**config.mk**
```make
export PLATFORM = sky130hd
export DESIGN_NAME = auto_song_player_flat
export DESIGN_NICKNAME = d
export VERILOG_FILES = /design/src/rtl/auto_song_player_if.sv /design/src/rtl/auto_song_player.sv /design/src/flat_wrapper.sv
export SDC_FILE = /design/constraint.sdc
export NUM_CORES = 1
export LEC_CHECK = 0
export BUFFER_PORTS_ARGS = -buffer_cell sky130_fd_sc_hd__buf_2
export CORE_AREA = 2 2 138 140
export CTS_BUF_LIST = sky130_fd_sc_hd__clkbuf_8
export CTS_CLUSTER_SIZE = 40
export DETAILED_ROUTE_END_ITERATION = 16
export DIE_AREA = 0 0 140 142
export GPL_TIMING_DRIVEN = 0
export HOLD_SLACK_MARGIN = 0.12
export PLACE_DENSITY = 0.48
export SLEW_MARGIN = 20
export SYNTH_ARGS = -nofsm -noshare
export SYNTH_HDL_FRONTEND = slang
export SYNTH_SLANG_ARGS = --single-unit
```
**constraint.sdc**
```tcl
create_clock -name clk -period 4.1 [get_ports clk]
set_input_delay 0.82 -clock clk [delete_from_list [all_inputs] [get_ports clk]]
set_output_delay 0.82 -clock clk [all_outputs]
set_load 0.03 [all_outputs]
```
**src/rtl/auto_song_player_if.sv**
```systemverilog
// Control/status bundle between the piano mode FSM (master) and the
// AUTO-mode song player (slave).
interface auto_song_player_if;
  logic       enable;
  logic       pause;
  logic       signal;
  logic [3:0] note;
  logic [5:0] addr;
  logic       busy;
  logic       done;

  modport master (
    output enable, pause,
    input  signal, note, addr, busy, done
  );

  modport slave (
    input  enable, pause,
    output signal, note, addr, busy, done
  );
endinterface

```
**src/rtl/auto_song_player.sv**
```systemverilog
// AUTO-mode song sequencer: walks a {note, beats} table and drives the buzzer
// with a square wave at each note's pitch, with a silent gap after every note.
//
// state | meaning
// IDLE  | waiting for enable, addr parked at 0, buzzer silent
// FETCH | one cycle: read entry[addr], end marker or table end -> DONE
// PLAY  | tone generation for beats*BEAT_CYCLES cycles
// GAP   | GAP_CYCLES silent cycles, then next entry
// DONE  | song finished (LOOP restarts from entry 0)
module auto_song_player #(
  parameter int CLK_HZ      = 100_000_000,
  parameter int BEAT_CYCLES = 25_000_000,
  parameter int GAP_CYCLES  = 2_500_000,
  parameter int LOOP        = 0,
  parameter int SONG_LEN    = 64,
  // entry i lives at SONG_ROM[8*i +: 8]; unused entries hold the end marker
  parameter logic [511:0] SONG_ROM = {
    {50{8'hF0}},
    8'h12, 8'h21, 8'h21, 8'h31, 8'h31, 8'h41, 8'h41,
    8'h52, 8'h61, 8'h61, 8'h51, 8'h51, 8'h11, 8'h11
  }
) (
  input  logic              clk,
  input  logic              rst,
  auto_song_player_if.slave bus
);

  function automatic int calc_half(input int f_hz);
    int h;
    h = CLK_HZ / (2 * f_hz);
    return (h < 1) ? 1 : h;
  endfunction

  localparam int HALF_1  = calc_half(262);
  localparam int HALF_2  = calc_half(294);
  localparam int HALF_3  = calc_half(330);
  localparam int HALF_4  = calc_half(349);
  localparam int HALF_5  = calc_half(392);
  localparam int HALF_6  = calc_half(440);
  localparam int HALF_7  = calc_half(494);
  localparam int HALF_8  = calc_half(523);
  localparam int HALF_9  = calc_half(587);
  localparam int HALF_10 = calc_half(659);
  localparam int HALF_11 = calc_half(698);
  localparam int HALF_12 = calc_half(784);
  localparam int HALF_13 = calc_half(880);
  localparam int HALF_14 = calc_half(988);

  // C4 is the lowest pitch, so it sets the tone counter width
  localparam int TONE_W   = $clog2(HALF_1 + 1);
  localparam int DUR_MAX  = (15 * BEAT_CYCLES > GAP_CYCLES) ? 15 * BEAT_CYCLES : GAP_CYCLES;
  localparam int DUR_W    = $clog2(DUR_MAX + 1);
  localparam int GAP_LOAD = (GAP_CYCLES > 0) ? GAP_CYCLES - 1 : 0;

  typedef enum logic [2:0] {
    S_IDLE,
    S_FETCH,
    S_PLAY,
    S_GAP,
    S_DONE
  } state_t;

  state_t             state_q, state_d;
  logic [6:0]         addr_q, addr_d;
  logic [3:0]         note_q, note_d;
  logic [TONE_W-1:0]  tone_q, tone_d;
  logic               phase_q, phase_d;
  logic [DUR_W-1:0]   dur_q, dur_d;
  logic               signal_q, signal_d;
  logic               busy_q, busy_d;
  logic               done_q, done_d;

  logic [7:0]         entry;
  logic [3:0]         beats_eff;
  logic [TONE_W-1:0]  half_m1;

  assign entry     = SONG_ROM[{addr_q[5:0], 3'b000} +: 8];
  assign beats_eff = (entry[3:0] == 4'd0) ? 4'd1 : entry[3:0];

  always_comb begin
    half_m1 = '0;
    case (note_q)
      4'd1:    half_m1 = TONE_W'(HALF_1 - 1);
      4'd2:    half_m1 = TONE_W'(HALF_2 - 1);
      4'd3:    half_m1 = TONE_W'(HALF_3 - 1);
      4'd4:    half_m1 = TONE_W'(HALF_4 - 1);
      4'd5:    half_m1 = TONE_W'(HALF_5 - 1);
      4'd6:    half_m1 = TONE_W'(HALF_6 - 1);
      4'd7:    half_m1 = TONE_W'(HALF_7 - 1);
      4'd8:    half_m1 = TONE_W'(HALF_8 - 1);
      4'd9:    half_m1 = TONE_W'(HALF_9 - 1);
      4'd10:   half_m1 = TONE_W'(HALF_10 - 1);
      4'd11:   half_m1 = TONE_W'(HALF_11 - 1);
      4'd12:   half_m1 = TONE_W'(HALF_12 - 1);
      4'd13:   half_m1 = TONE_W'(HALF_13 - 1);
      4'd14:   half_m1 = TONE_W'(HALF_14 - 1);
      default: half_m1 = '0;
    endcase
  end

  always_comb begin
    state_d  = state_q;
    addr_d   = addr_q;
    note_d   = note_q;
    tone_d   = tone_q;
    phase_d  = phase_q;
    dur_d    = dur_q;
    signal_d = 1'b0;
    if (!bus.enable) begin
      state_d = S_IDLE;
      addr_d  = '0;
      note_d  = '0;
      tone_d  = '0;
      phase_d = 1'b0;
      dur_d   = '0;
    end else if (bus.pause &&
                 (state_q == S_FETCH || state_q == S_PLAY || state_q == S_GAP)) begin
      // everything holds; phase_q keeps the waveform position for resume
      state_d = state_q;
    end else begin
      case (state_q)
        S_IDLE: state_d = S_FETCH;
        S_FETCH: begin
          if (entry[7:4] == 4'hF || addr_q >= 7'(SONG_LEN)) begin
            state_d = S_DONE;
          end else begin
            state_d = S_PLAY;
            note_d  = entry[7:4];
            tone_d  = '0;
            phase_d = 1'b0;
            dur_d   = DUR_W'(beats_eff) * DUR_W'(BEAT_CYCLES) - DUR_W'(1);
          end
        end
        S_PLAY: begin
          if (note_q != 4'd0) begin
            if (tone_q == half_m1) begin
              tone_d  = '0;
              phase_d = ~phase_q;
            end else begin
              tone_d = tone_q + TONE_W'(1);
            end
          end
          if (dur_q == '0) begin
            state_d = S_GAP;
            dur_d   = DUR_W'(GAP_LOAD);
            note_d  = '0;
            tone_d  = '0;
            phase_d = 1'b0;
          end else begin
            dur_d    = dur_q - DUR_W'(1);
            signal_d = phase_d;
          end
        end
        S_GAP: begin
          if (dur_q == '0) begin
            state_d = S_FETCH;
            addr_d  = addr_q + 7'd1;
          end else begin
            dur_d = dur_q - DUR_W'(1);
          end
        end
        S_DONE: begin
          if (LOOP != 0) begin
            state_d = S_FETCH;
            addr_d  = '0;
          end
        end
        default: state_d = S_IDLE;
      endcase
    end
    busy_d = (state_d == S_FETCH) || (state_d == S_PLAY) || (state_d == S_GAP);
    done_d = (state_d == S_DONE);
  end

  always_ff @(posedge clk or posedge rst) begin
    if (rst) begin
      state_q  <= S_IDLE;
      addr_q   <= '0;
      note_q   <= '0;
      tone_q   <= '0;
      phase_q  <= 1'b0;
      dur_q    <= '0;
      signal_q <= 1'b0;
      busy_q   <= 1'b0;
      done_q   <= 1'b0;
    end else begin
      state_q  <= state_d;
      addr_q   <= addr_d;
      note_q   <= note_d;
      tone_q   <= tone_d;
      phase_q  <= phase_d;
      dur_q    <= dur_d;
      signal_q <= signal_d;
      busy_q   <= busy_d;
      done_q   <= done_d;
    end
  end

  assign bus.signal = signal_q;
  assign bus.note   = note_q;
  assign bus.addr   = addr_q[5:0];
  assign bus.busy   = busy_q;
  assign bus.done   = done_q;

endmodule
```
**src/flat_wrapper.sv**
```systemverilog
// flat-port wrapper written by rule: the top's interface ports become plain ports
module auto_song_player_flat 
#(
  parameter int CLK_HZ      = 100_000_000,
  parameter int BEAT_CYCLES = 25_000_000,
  parameter int GAP_CYCLES  = 2_500_000,
  parameter int LOOP        = 0,
  parameter int SONG_LEN    = 64,
                                                                            
  parameter logic [511:0] SONG_ROM = {
    {50{8'hF0}},
    8'h12, 8'h21, 8'h21, 8'h31, 8'h31, 8'h41, 8'h41,
    8'h52, 8'h61, 8'h61, 8'h51, 8'h51, 8'h11, 8'h11
  }
)
  (clk, rst, bus_enable, bus_pause, bus_signal, bus_note, bus_addr, bus_busy, bus_done);
  auto_song_player_if bus_i ();
  input  logic clk;
  input  logic rst;
  input wire logic [$bits(bus_i.enable)-1:0] bus_enable;
  input wire logic [$bits(bus_i.pause)-1:0] bus_pause;
  output wire logic [$bits(bus_i.signal)-1:0] bus_signal;
  output wire logic [$bits(bus_i.note)-1:0] bus_note;
  output wire logic [$bits(bus_i.addr)-1:0] bus_addr;
  output wire logic [$bits(bus_i.busy)-1:0] bus_busy;
  output wire logic [$bits(bus_i.done)-1:0] bus_done;
  assign bus_i.enable = bus_enable;
  assign bus_i.pause = bus_pause;
  assign bus_signal = bus_i.signal;
  assign bus_note = bus_i.note;
  assign bus_addr = bus_i.addr;
  assign bus_busy = bus_i.busy;
  assign bus_done = bus_i.done;
  auto_song_player #(.CLK_HZ(CLK_HZ), .BEAT_CYCLES(BEAT_CYCLES), .GAP_CYCLES(GAP_CYCLES), .LOOP(LOOP), .SONG_LEN(SONG_LEN), .SONG_ROM(SONG_ROM)) u_core (.clk(clk), .rst(rst), .bus(bus_i));
endmodule
```
---- After elaboration in Yosys (flattened, before gate mapping) ----
Memory sizes are Yosys's and may differ from the RTL's.
Cells that the tools add are included.
word-level totals
  register bits after elaboration ......... 65
  bits in read-only memories .............. 288
  bits of input ports ..................... 4
  output and inout port bits .............. 13
  memories ................................ 1
memory list
  name              depth  width  rd ports  clocked after Yosys merged registers in  write ports  line                    text
  (name not given)  16     18     1         0                                        0            auto_song_player.sv:82  case (note_q)
operators by class
  add/sub/neg operators ................... 4
  $mul .................................... 1
  $lt $le $gt $ge ......................... 1
  equal/unequal tests ..................... 19
  shifts and indexed selects .............. 1
  multiplexer cells ....................... 39
  bitwise operators ....................... 1
  reductions and logical operators ........ 15
operator list
  cell                         count
  $shiftx A512 B10 Y8 const A  1
  $mux W29                     5
  $mux W18                     6
  $pmux W29 S3                 1
  $sub A29 B1 Y29 const B      2
  $pmux W18 S2                 1
  $logic_not A29 Y1            1
  $mux W7                      4
  $mul A4 B19 Y23 const B      1
  $mux W4                      5
  $add A18 B1 Y18 const B      1
  $eq A18 B18 Y1               1
  $mux W3                      5
  $pmux W3 S5                  1
  $eq A3 B2 Y1 const B         4
  $reduce_and A4 Y1            3
  $mux W1                      9
  $ne A3 B3 Y1 const B         3
  $pmux W4 S2                  1
  $add A7 B1 Y7 const B        1
  $ge A7 B7 Y1 const B         1
  $eq A3 B1 Y1 const B         2
  $eq A3 B3 Y1 const B         2
  $reduce_and A3 Y1            2
  other kinds (13)             18

---- Depth between registers and ports, before layout ----
Gate-level depths: netlist of run 1.
  word-level depth ........................ 10
  depth in mapped cells ................... 12
  depth with buffers taken out ............ 9

---- Least setup slack after synthesis of run 1 ----
Ideal clock, no wire load.
  path type ............................... reg-to-reg
  start ................................... register u_core.note_q[0] (netlist: u_core.bus.note[0])
  end ..................................... register u_core.phase_q
  setup time .............................. 0.141 ns
  arrival ................................. 3.011 ns
  data required time ...................... 3.959 ns
  path slack .............................. 0.948 ns
  stages on the path, launching flop included .. 12
  path buffers ............................ 2
  cell sequence ........................... dfrtp_1 > clkbuf_1 > inv_1 > ha_1 > and2_1 > o32ai_1 > xnor2_1 > a2111oi_0 > nand4_1 > buf_2 > o311ai_1 > nand3_1
on the way
  longest elaborated chain between the ends .. 8
  elaborated cells between the ends (all ways) .. 9
  those cells by class .................... eq/ne (1); mux (6); reduce/logical (1); memory (1)
RTL lines
  what                      line                     text
  start: declaration        auto_song_player.sv:65   logic [3:0] note_q, note_d;
  start signal: assignment  auto_song_player.sv:189  note_q <= note_d;
  $mem_v2 Z16 W18           --
  $eq A18 B18 Y1            auto_song_player.sv:136  if (tone_q == half_m1) begin
  $mux W1                   auto_song_player.sv:136
  $mux W1 (*)               auto_song_player.sv:135  if (note_q != 4'd0) begin
  $mux W1 (*)               auto_song_player.sv:143  if (dur_q == '0) begin
  $pmux W1 S2 (*)           auto_song_player.sv:121  case (state_q)
  $mux W1 (*)               auto_song_player.sv:116  end else if (bus.pause &&
  $mux W1 (*)               auto_song_player.sv:109  if (!bus.enable) begin
  end signal: assignment    auto_song_player.sv:191  phase_q <= phase_d;
  end: declaration          auto_song_player.sv:67   logic phase_q, phase_d;
Mark *: on every way between the ends. The rest lies on a longest branch, timed or not. The select of a mux whose other input is x is not followed.
A chain may end at the register's enable or synchronous reset.

---- Worst setup path in the final report of run 1 ----
  start ................................... register u_core.note_q[0] (netlist: u_core.bus.note[0])
  end ..................................... register u_core.tone_q[6]
on the way
  longest elaborated chain between the ends .. 8
  elaborated cells between the ends (all ways) .. 11
  those cells by class .................... eq/ne (2); mux (6); reduce/logical (2); memory (1)
RTL lines
  what                    line                     text
  $mem_v2 Z16 W18         --
  $eq A18 B18 Y1          auto_song_player.sv:136
  $mux W18                auto_song_player.sv:136
  $mux W18                auto_song_player.sv:135
  $mux W18                auto_song_player.sv:143
  $pmux W18 S2            auto_song_player.sv:121
  $mux W18                auto_song_player.sv:116
  $mux W18                auto_song_player.sv:109
  end signal: assignment  auto_song_player.sv:190  tone_q <= tone_d;
  end: declaration        auto_song_player.sv:66   logic [TONE_W-1:0] tone_q, tone_d;
Several ways; a longest one is shown, not always the timed one. The select of a mux whose other input is x is not followed.

==> results of run 1 <==
==> power breakdown <==
group	switching [mW]	internal [mW]	total [mW]	leakage, nW
clock	0.271	0.312	0.582	0.109
sequential	0.0345	0.669	0.704	0.888
combinational	0.300	0.153	0.453	1.34
total	0.605	1.13	1.74	2.34
==> final cells by class <==
cell class | count | area [um^2]
Clock buffer | 11 | 151
Inverter | 19 | 73.8
Timing Repair Buffer | 17 | 108
Tap cell | 234 | 293
Buffer | 46 | 236
Multi-Input combinational cell | 497 | 3170
Clock inverter | 5 | 53.8
Fill cell | 1960 | 12700
Sequential cell | 65 | 1630
==> sequential cells by signal, indices dropped and copies added (netlist names) <==
signal / count
u_core.bus.signal: 1
u_core.state_q: 3
u_core.addr_q: 7
u_core.tone_q: 18
u_core.bus.done: 1
u_core.dur_q: 29
u_core.bus.busy: 1
u_core.phase_q: 1
u_core.bus.note: 4
==> synthesized netlist by cell type (5+ instances only) <==
cell type	number	area share
ha_1	16	0.039
mux2i_1	7	0.014
and3_1	8	0.0098
nand2b_1	11	0.013
xor2_1	13	0.022
buf_4	8	0.012
o211ai_1	9	0.013
clkbuf_1	20	0.015
and2_1	8	0.0098
o21ai_0	23	0.023
nand2_1	53	0.039
or4_1	5	0.0074
o21ai_1	26	0.026
nor4_1	15	0.018
buf_2	15	0.015
or3_1	9	0.011
o21a_1	6	0.0088
or2_2	5	0.0061
dfrtp_1	65	0.32
a211oi_1	9	0.013
nor3_1	30	0.029
o31ai_1	9	0.013
a21oi_1	43	0.042
inv_1	17	0.013
xnor2_1	10	0.017
nand3_1	17	0.017
nand4_1	11	0.013
o41ai_2	5	0.016
nor2b_1	11	0.013
nor2_1	68	0.050
==> routing by layer <==
layer / vias up / global-route usage / part of all wire
li1: 2357 / - / -
met1: 2364 / 0.210 / 0.44
met2: 147 / 0.266 / 0.48
met3: 33 / 0.0246 / 0.046
met4: 0 / 0.0760 / 0.029
met5: - / 0 / 0
==> through the flow <==
stage               instances  total power [mW]
finish                    894              1.74
global route              894              1.84
CTS                       894              1.75
detailed placement        878              1.16
global placement          877              1.16
floorplan                 627              1.03
==> worst paths after layout <==
path	from	endpoint	slack, ns
max	u_core.bus.note[0]	u_core.tone_q[6]	0.24
min	rst	u_core.tone_q[4]	0.39
max reg2reg	u_core.bus.note[0]	u_core.tone_q[6]	0.24
min reg2reg	u_core.dur_q[27]	u_core.dur_q[27]	0.53
max in group asynchronous	rst	u_core.addr_q[3]	3.17
min in group clk	u_core.dur_q[27]	u_core.dur_q[27]	0.53
==> worst max-delay path: stages (launching register included) <==
cell,delay (ns)
dfrtp_1,0.45
clkbuf_1,0.41
inv_1,0.23
ha_1,0.43
and2_1,0.22
o32ai_1,0.48
xnor2_1,0.12
a2111oi_0,0.37
nand4_1,0.26
nor2_1,0.32
buf_2,0.32
o41ai_2,0.12
==> cells in the final DEF, fill, tap and decap left out, drive strengths merged, types with 5 or more instances in the layout <==
cell type,netlist,routed
nor2,69,69
dfrtp,65,65
nand2,53,53
o21ai,49,49
a21oi,43,43
buf,26,43
nor3,32,32
clkbuf,20,31
inv,18,18
nand3,17,17
ha,16,16
nor4,15,15
xor2,13,13
a211oi,12,12
nor2b,11,11
nand2b,11,11
nand4,11,11
xnor2,10,10
o31ai,9,9
or3,9,9
o211ai,9,9
and2,9,9
o41ai,9,9
and3,8,8
mux2i,7,7
o21a,6,6
or2,6,6
or4,6,6
a221oi,5,5
clkinv,1,5
==> kinds of logic after synthesis <==
family	count (synthesis)
AO/OA/AOI/OAI	179
XOR/XNOR	23
adder cells (fa/ha/maj)	16
buffers and inverters	65
flip-flops	65
multiplexers	12
AND/OR/NAND/NOR	267
==> repair_timing <==
item,CTS,global route
buffers inserted,0,0
resized for setup,0,1
endpoints found under the setup margin,0,10
==> results.md, run 1 <==
* Setup violators final at 0
* GRT Total Usage at 0.162
* Die width at 140 um
* Final Util at 0.310
* Buffers on Ports at 16
* Unrepaired setup endpoints after global routing: false
* DRT antenna net count at 0
* Worst EP arrival at 4.09 ns
* Hold WC Path Type: input pin to async pin
* Tightest Pin Transition at 0.826 ns
* Cell area power density at 304 nW/um^2
* Area of the mapped netlist at 5100 um^2
* Outcome: finished clean
* Worst IR Drop VDD at 0.154 mV
* Placed cell areas at 5510 um^2
* Clk buf depth at 2
* Area Growth Syn to Fin at 12.0%
* Die height at 142 um
* Avg Synthesized Cell Area at 8.14 um^2
* Clk_skew at 0.0118 ns
* Yosys warns at 0
* Core ar. at 18500 um^2
* Finished Cell Area at 5710 um^2
* CP Launch Type: register
* CTS tree: done
* Leakage power at 2.34 nW
* Setup TNS at 0 ns
* Synth Area in Compound Gates at 0.247
* Die area at 19900 um^2
* Mapped Nets at 647
* Synth Area in Adders at 0.0392
* Unique masters post-synth at 74
* Initial core utilization at 0.276
* Root Buffer Master: clkbuf_8
* Fraction of layout cells with a size suffix above 1 at 0.136
* Yosys reg bits at 65
* Post-synthesis mux area share at 0.0292
* Vias per inst at 5.48
* Hold buffers post-CTS at 0
* DRC marker count from the first detailed-route iteration at 399
* Clk_lat worst skew at 0.37 ns
* Max-cap violations at 0
* Sequential fraction of the synthesis area at 0.319
* Critical path capture point type: register
* Pre-CTS setup slack at 0.154 ns
* GP Congestion at 0.848
* Nets at 675
* Post-synth EDFFs at 0
* Pre-antenna DRT Iters at 7
* Row count at 50
* CTS Sinks at 65
* FF-to-FF path depth at 11
* First-pass GRT wire length at 25600 um
* Peak Freq at 259 MHz
* Total CTS buffers at 9
* Max_slew headroom at 0.445
* Gr ovfl total at 0
* Ports at 17
* Setup ws final at 0.240 ns
* Period utilization at 0.941
* CTS clk-pin slew, worst paths at 0.08 ns
* Worst Path Required at 4.33 ns
* Post-Synth XOR/XNOR Area at 0.0395
* Residual DRC at 0
* H-tree levels at 3
* Crit Path Max Fanout at 10
* Kind of critical path: register to register
* Synthesized instance count at 627
* WL final at 16000 um
* Via Count at 4901
* Wire length per cell at 17.9 um
* Dominant synthesized flop cell: dfrtp_1
* Largest family of logic cells by synthesized area: simple AND/OR/NAND/NOR gates
* Synth async-reset ratio at 1.00
* Initial antenna violation count at 0
* Largest net degree at the start of global routing at 49
* Min Hold Slack at 0.394 ns
* N_diodes at 0
* Post-DP HPWL at 11400 um
* Slew Viols, Final at 0
* Number of global-route vias before repair at 4808
* Post-route minimum period at 3.86 ns
* Final count of hold timing violations at 0
* Simple logic cell fraction of the synthesized area at 0.266
Note: power is estimated with default switching activity, not from simulation.
==> run 2: changes to the inputs <==
Settings changed: GPL_TIMING_DRIVEN 0 to 1.
==> run 2 against run 1 <==
Clock skew decreased by 0.00089 ns. Cell area fell by 3.7%. Maximum frequency is 15% higher. Count of clock-buffer cells in the layout is the same. Sequential cell count stayed put. Clock power fell by 13%. Total power shrank 5.3%. Highest routed layer unchanged. Utilization is 1.1 points lower. Sequential share of layout area is 1.1 points higher. Critical path depth is 1 lower. Routed wire length down 6.7%.
==> results.md, run 2 (same netlist as run 1, synthesis figures left out) <==
* Die width at 140 um
* Core ar. at 18500 um^2
* CP Launch Type: register
* Initial core utilization at 0.276
* Hold WC Path Type: input pin to async pin
* GP Congestion at 0.868
* Commonest cells after routing, fill and taps aside: nor2_1 (68), dfrtp_1 (65), nand2_1 (53)
* CP max stage delay at 0.61 ns
* Clk_lat worst skew at 0.37 ns
* # fillers at 1963
* Initial antenna violation count at 0
* Total CTS buffers at 9
* H-tree levels at 3
* Setup bufs post-CTS at 0
* Cells along the critical path: inv_1 -> ha_1 -> and2_1 -> o32ai_1 -> xnor2_1 -> a2111oi_0 -> nand4_1 -> nor2_1 -> buf_4 -> o31ai_1
* Wire length per cell at 17.4 um
* Final Util at 0.298
* Slew Viols, Final at 0
* Buffers on Ports at 16
* Post-Layout Cell Count at 859
* Die area at 19900 um^2
* Tightest Pin Transition at 1.04 ns
* CP max-delay cell: dfrtp_1
* Critical path capture point type: register
* Max_slew headroom at 0.308
* Crit Path Max Fanout at 15
* Clk_skew at 0.0109 ns
* Hold buffers post-CTS at 0
* Clk buf depth at 2
* Cell area power density at 299 nW/um^2
* CTS tree: done
* Setup violators final at 0
* Sequential standard cell area at 1630 um^2
* Nets at 640
* Setup TNS at 0 ns
* Worst IR Drop VDD at 0.202 mV
* Top flop regs: u_core.dur_q: 29 flops, u_core.tone_q: 18 flops, u_core.addr_q: 7 flops
* Worst Path Required at 4.32 ns
* Post-DP HPWL at 10600 um
* Outcome: finished clean
* DRT antenna net count at 0
* Unrepaired setup endpoints after global routing: false
* CTS clk-pin slew, worst paths at 0.08 ns
* WL final at 14900 um
* Leakage power at 2.23 nW
* DRC marker count from the first detailed-route iteration at 306
* Most flop-heavy register: u_core.dur_q
* CP top delay family: simple AND/OR/NAND/NOR gates
* Peak Freq at 299 MHz
* Row count at 50
* Largest net degree at the start of global routing at 40
* Ports at 17
* Area occupied by multi-input gates at 3170 um^2
* N_diodes at 0
* Die height at 142 um
* CTS Sinks at 65
* Worst EP arrival at 3.57 ns
* Gr ovfl total at 0
* Post-route minimum period at 3.35 ns
* Period utilization at 0.816
* GRT Total Usage at 0.159
* Vias per inst at 5.47
* Most common cell after layout, fill and taps aside: nor2_1
* Fraction of layout cells with a size suffix above 1 at 0.117
* Post-CTS sizing at 0
* Max-cap violations at 0
* Pre-antenna DRT Iters at 7
* Number of global-route vias before repair at 4725
* First-pass GRT wire length at 25200 um
* Buf/Inv on CP at 2
* Area Growth Syn to Fin at 7.85%
* Placed cell count at 843
* Number of flip-flops in the largest register at 29
* Via Count at 4697
* Final count of hold timing violations at 0
* Kind of critical path: register to register
* Root Buffer Master: clkbuf_8
* Residual DRC at 0
[run 2: layout make-up]
cell class                 instances  share of cell area
inverter                          19              0.0130
clock inverter                     5             0.00409
timing repair buffer              28              0.0309
clock buffer                      11              0.0275
multi-input combinational        497               0.576
sequential                        65               0.296
tap                              234              0.0532
[run 2: through the flow]
stage / power, mW / setup WS (ns) / instance area [um^2] / hold WS, ns
finish: 1.65 / 0.754 / 5500 / 0.529
global route: 1.75 / 0.293 / 5500 / 0.576
CTS: 1.66 / 0.710 / 5500 / 0.531
detailed placement: 1.15 / 0.707 / 5330 / 0.519
global placement: 1.14 / 0.819 / 5330 / 0.501
floorplan: 1.03 / 0.948 / 5100 / 0.479
[run 2: worst reg2reg max path: cells and delay by family (launching register included)]
kind / cells / cell delay (ns)
buffers and inverters: 2 / 0.47
adders and majority gates: 1 / 0.42
DFF: 1 / 0.61
and+or+nand+nor: 3 / 0.82
AOI/OAI and AO/OA: 3 / 0.77
xor gates and xnor gates: 1 / 0.11
[run 2: layer usage]
metal  global-route usage  part of all wire
met1                0.205              0.46
met4               0.0696             0.028
met5                    0                 0
met2                0.263              0.47
met3               0.0279             0.035
[run 2: worst paths after layout]
kind	from	end	slack, ns	depth (start not counted)
max in group asynchronous	rst	u_core.dur_q[9]	2.60	3
setup reg to reg	u_core.bus.note[0]	u_core.tone_q[1]	0.75	10
hold reg to reg	u_core.dur_q[25]	u_core.dur_q[25]	0.53	2
min in group clk	u_core.dur_q[25]	u_core.dur_q[25]	0.53	2
setup / recovery	u_core.bus.note[0]	u_core.tone_q[1]	0.75	10
hold / removal	rst	u_core.tone_q[11]	0.53	2
[run 2: where the power goes]
group | leakage [nW] | internal (mW) | switching [mW]
Sequential | 0.888 | 0.669 | 0.0378
Combinational | 1.24 | 0.149 | 0.285
Clock | 0.101 | 0.245 | 0.261
==> run 3: changes to the inputs <==
Settings changed: PLACE_DENSITY 0.48 to 0.49.
Clock period 4.1 ns to 2.8 ns, I/O delays scaled along.
==> run 3 against run 2 <==
First-iteration DRC count fell by 3.9%. Sequential share of layout area fell by 2.8 points. Global-route usage barely moved. Maximum frequency rose by 23%. Die area did not move. Critical path depth fell by 1. Via count rose by 3.4%. Sequential power rose by 46%. Routed wire length rose by 2.5%. Cell count rose by 6.2%. Critical endpoint is now u_core.phase_q.
==> results.md, run 3 (same netlist as run 1, synthesis figures left out) <==
* CTS tree: done
* Number of global-route vias before repair at 4750
* Cell area power density at 416 nW/um^2
* Final Util at 0.331
* Max-cap violations at 0
* Placed cell areas at 5730 um^2
* Core ar. at 18500 um^2
* GRT Total Usage at 0.159
* Worst EP arrival at 3.01 ns
* Outcome: finished clean
* CTS Sinks at 65
* Unrepaired setup endpoints after global routing: true
* Clk buf depth at 2
* Period utilization at 0.969
* GP Congestion at 0.856
* Wire length per cell at 16.8 um
* Kind of critical path: register to register
* Largest net degree at the start of global routing at 44
* DRT antenna net count at 0
* Area Growth Syn to Fin at 19.7%
* Ports at 17
* Max_slew headroom at 0.452
* Most common cell after layout, fill and taps aside: nor2_1
* DRC marker count from the first detailed-route iteration at 294
* Peak Freq at 368 MHz
* First-pass GRT wire length at 25500 um
* Tightest Pin Transition at 0.814 ns
* Die width at 140 um
* Highest routed metal layer: met4
* Met2 routed WL at 7370 um
* Most flop-heavy register: u_core.dur_q
* Slew Viols, Final at 0
* Buffers on Ports at 16
* Commonest cells after routing, fill and taps aside: nor2_1 (68), dfrtp_1 (60), buf_4 (58)
* Setup violators final at 0
* # fillers at 1977
* Initial antenna violation count at 0
* Nets at 693
* Leakage power at 2.54 nW
* Hold WC Path Type: input pin to async pin
* M1 WL at 7030 um
* N_diodes at 0
* Root Buffer Master: clkbuf_8
* Met3 WL at 532 um
* Clk_lat worst skew at 0.35 ns
* Total CTS buffers at 9
* Via Count at 4856
* CP Launch Type: register
* Worst IR Drop VDD at 0.233 mV
* Vias per inst at 5.32
* Fraction of layout cells with a size suffix above 1 at 0.218
* Post-route minimum period at 2.71 ns
* Clk_skew at 0.00977 ns
* Post-DP HPWL at 11200 um
* Crit Path Max Fanout at 9
* Initial core utilization at 0.276
* H-tree levels at 3
* Final count of hold timing violations at 0
* Row count at 50
* Worst Path Required at 3.09 ns
* Die area at 19900 um^2
* CTS clk-pin slew, worst paths at 0.07 ns
* Gr ovfl total at 0
* Critical path capture point type: register
* Residual DRC at 0
* Hold buffers post-CTS at 0
* Finished Cell Area at 6110 um^2
* WL final at 15300 um
* Pre-antenna DRT Iters at 7
* Number of flip-flops in the largest register at 29
* Top flop regs: u_core.dur_q: 29 flops, u_core.tone_q: 18 flops, u_core.addr_q: 7 flops
* Die height at 142 um
## run 3: changes by cell type in the layout (fill, tap and decap cells not counted), sizes merged
cell / before / now
buf: 28 / 81
## run 3: what timing repair did
item	CTS	global route
pin swaps	2	4
resized for setup	5	30
buffers inserted	0	7
endpoints found under the setup margin	20	58
## run 3: stage by stage
stage          hold slack, ns  TNS [ns]  worst slack [ns]  total power, mW  std cells
2_1_floorplan           0.479         0            0.0477             1.52        627
3_3_place_gp            0.504    -0.327           -0.0881             1.77        889
3_5_place_dp            0.509     -2.73            -0.209             1.78        889
4_1_cts                 0.236         0            0.0156             2.54        905
5_1_grt                 0.260   -0.0273           -0.0216             2.70        912
6_report                0.232         0            0.0862             2.54        912
## run 3: final cells by class
| type | instances | area, um^2 | area share |
|---|---|---|---|
| flip-flops and latches | 65 | 1630 | 0.267 |
| repair buffers | 81 | 624 | 0.102 |
| inverters | 19 | 76.3 | 0.0125 |
| multi-input cells | 497 | 3310 | 0.542 |
| well taps | 234 | 293 | 0.0479 |
| clock buffers | 11 | 151 | 0.0248 |
| clock inverters | 5 | 22.5 | 0.00369 |
## run 3: power by group
part	leakage, nW	switching (mW)	internal (mW)
registers	0.880	0.0471	0.981
clock network	0.101	0.377	0.359
logic	1.56	0.462	0.316
## run 3: critical path, stage by stage (launching register included)
cell and delay [ns]:
dfrtp_2 0.44, buf_8 0.14, ha_1 0.19, mux4_2 0.51, xnor2_2 0.17, a2111oi_4 0.34, nand4_1 0.15, buf_6 0.16
or4_4 0.48, nand3_1 0.09
## run 3: path summary, 6_finish.rpt
path	startpoint	endpoint	slack [ns]	cells after the start
setup / recovery	u_core.bus.note[1]	u_core.phase_q	0.09	9
hold / removal	rst	u_core.bus.done	0.23	2
setup reg to reg	u_core.bus.note[1]	u_core.phase_q	0.09	9
hold reg to reg	u_core.phase_q	u_core.phase_q	0.52	2
max in group asynchronous	rst	u_core.addr_q[0]	1.94	3
min in group clk	bus_enable	u_core.dur_q[26]	0.49	3
## run 3: metal layers
metal,global-route usage,up-vias
met3,0.0269,28
met2,0.267,94
li1,-,2386
met5,0,-
met1,0.207,2348
met4,0.0569,0
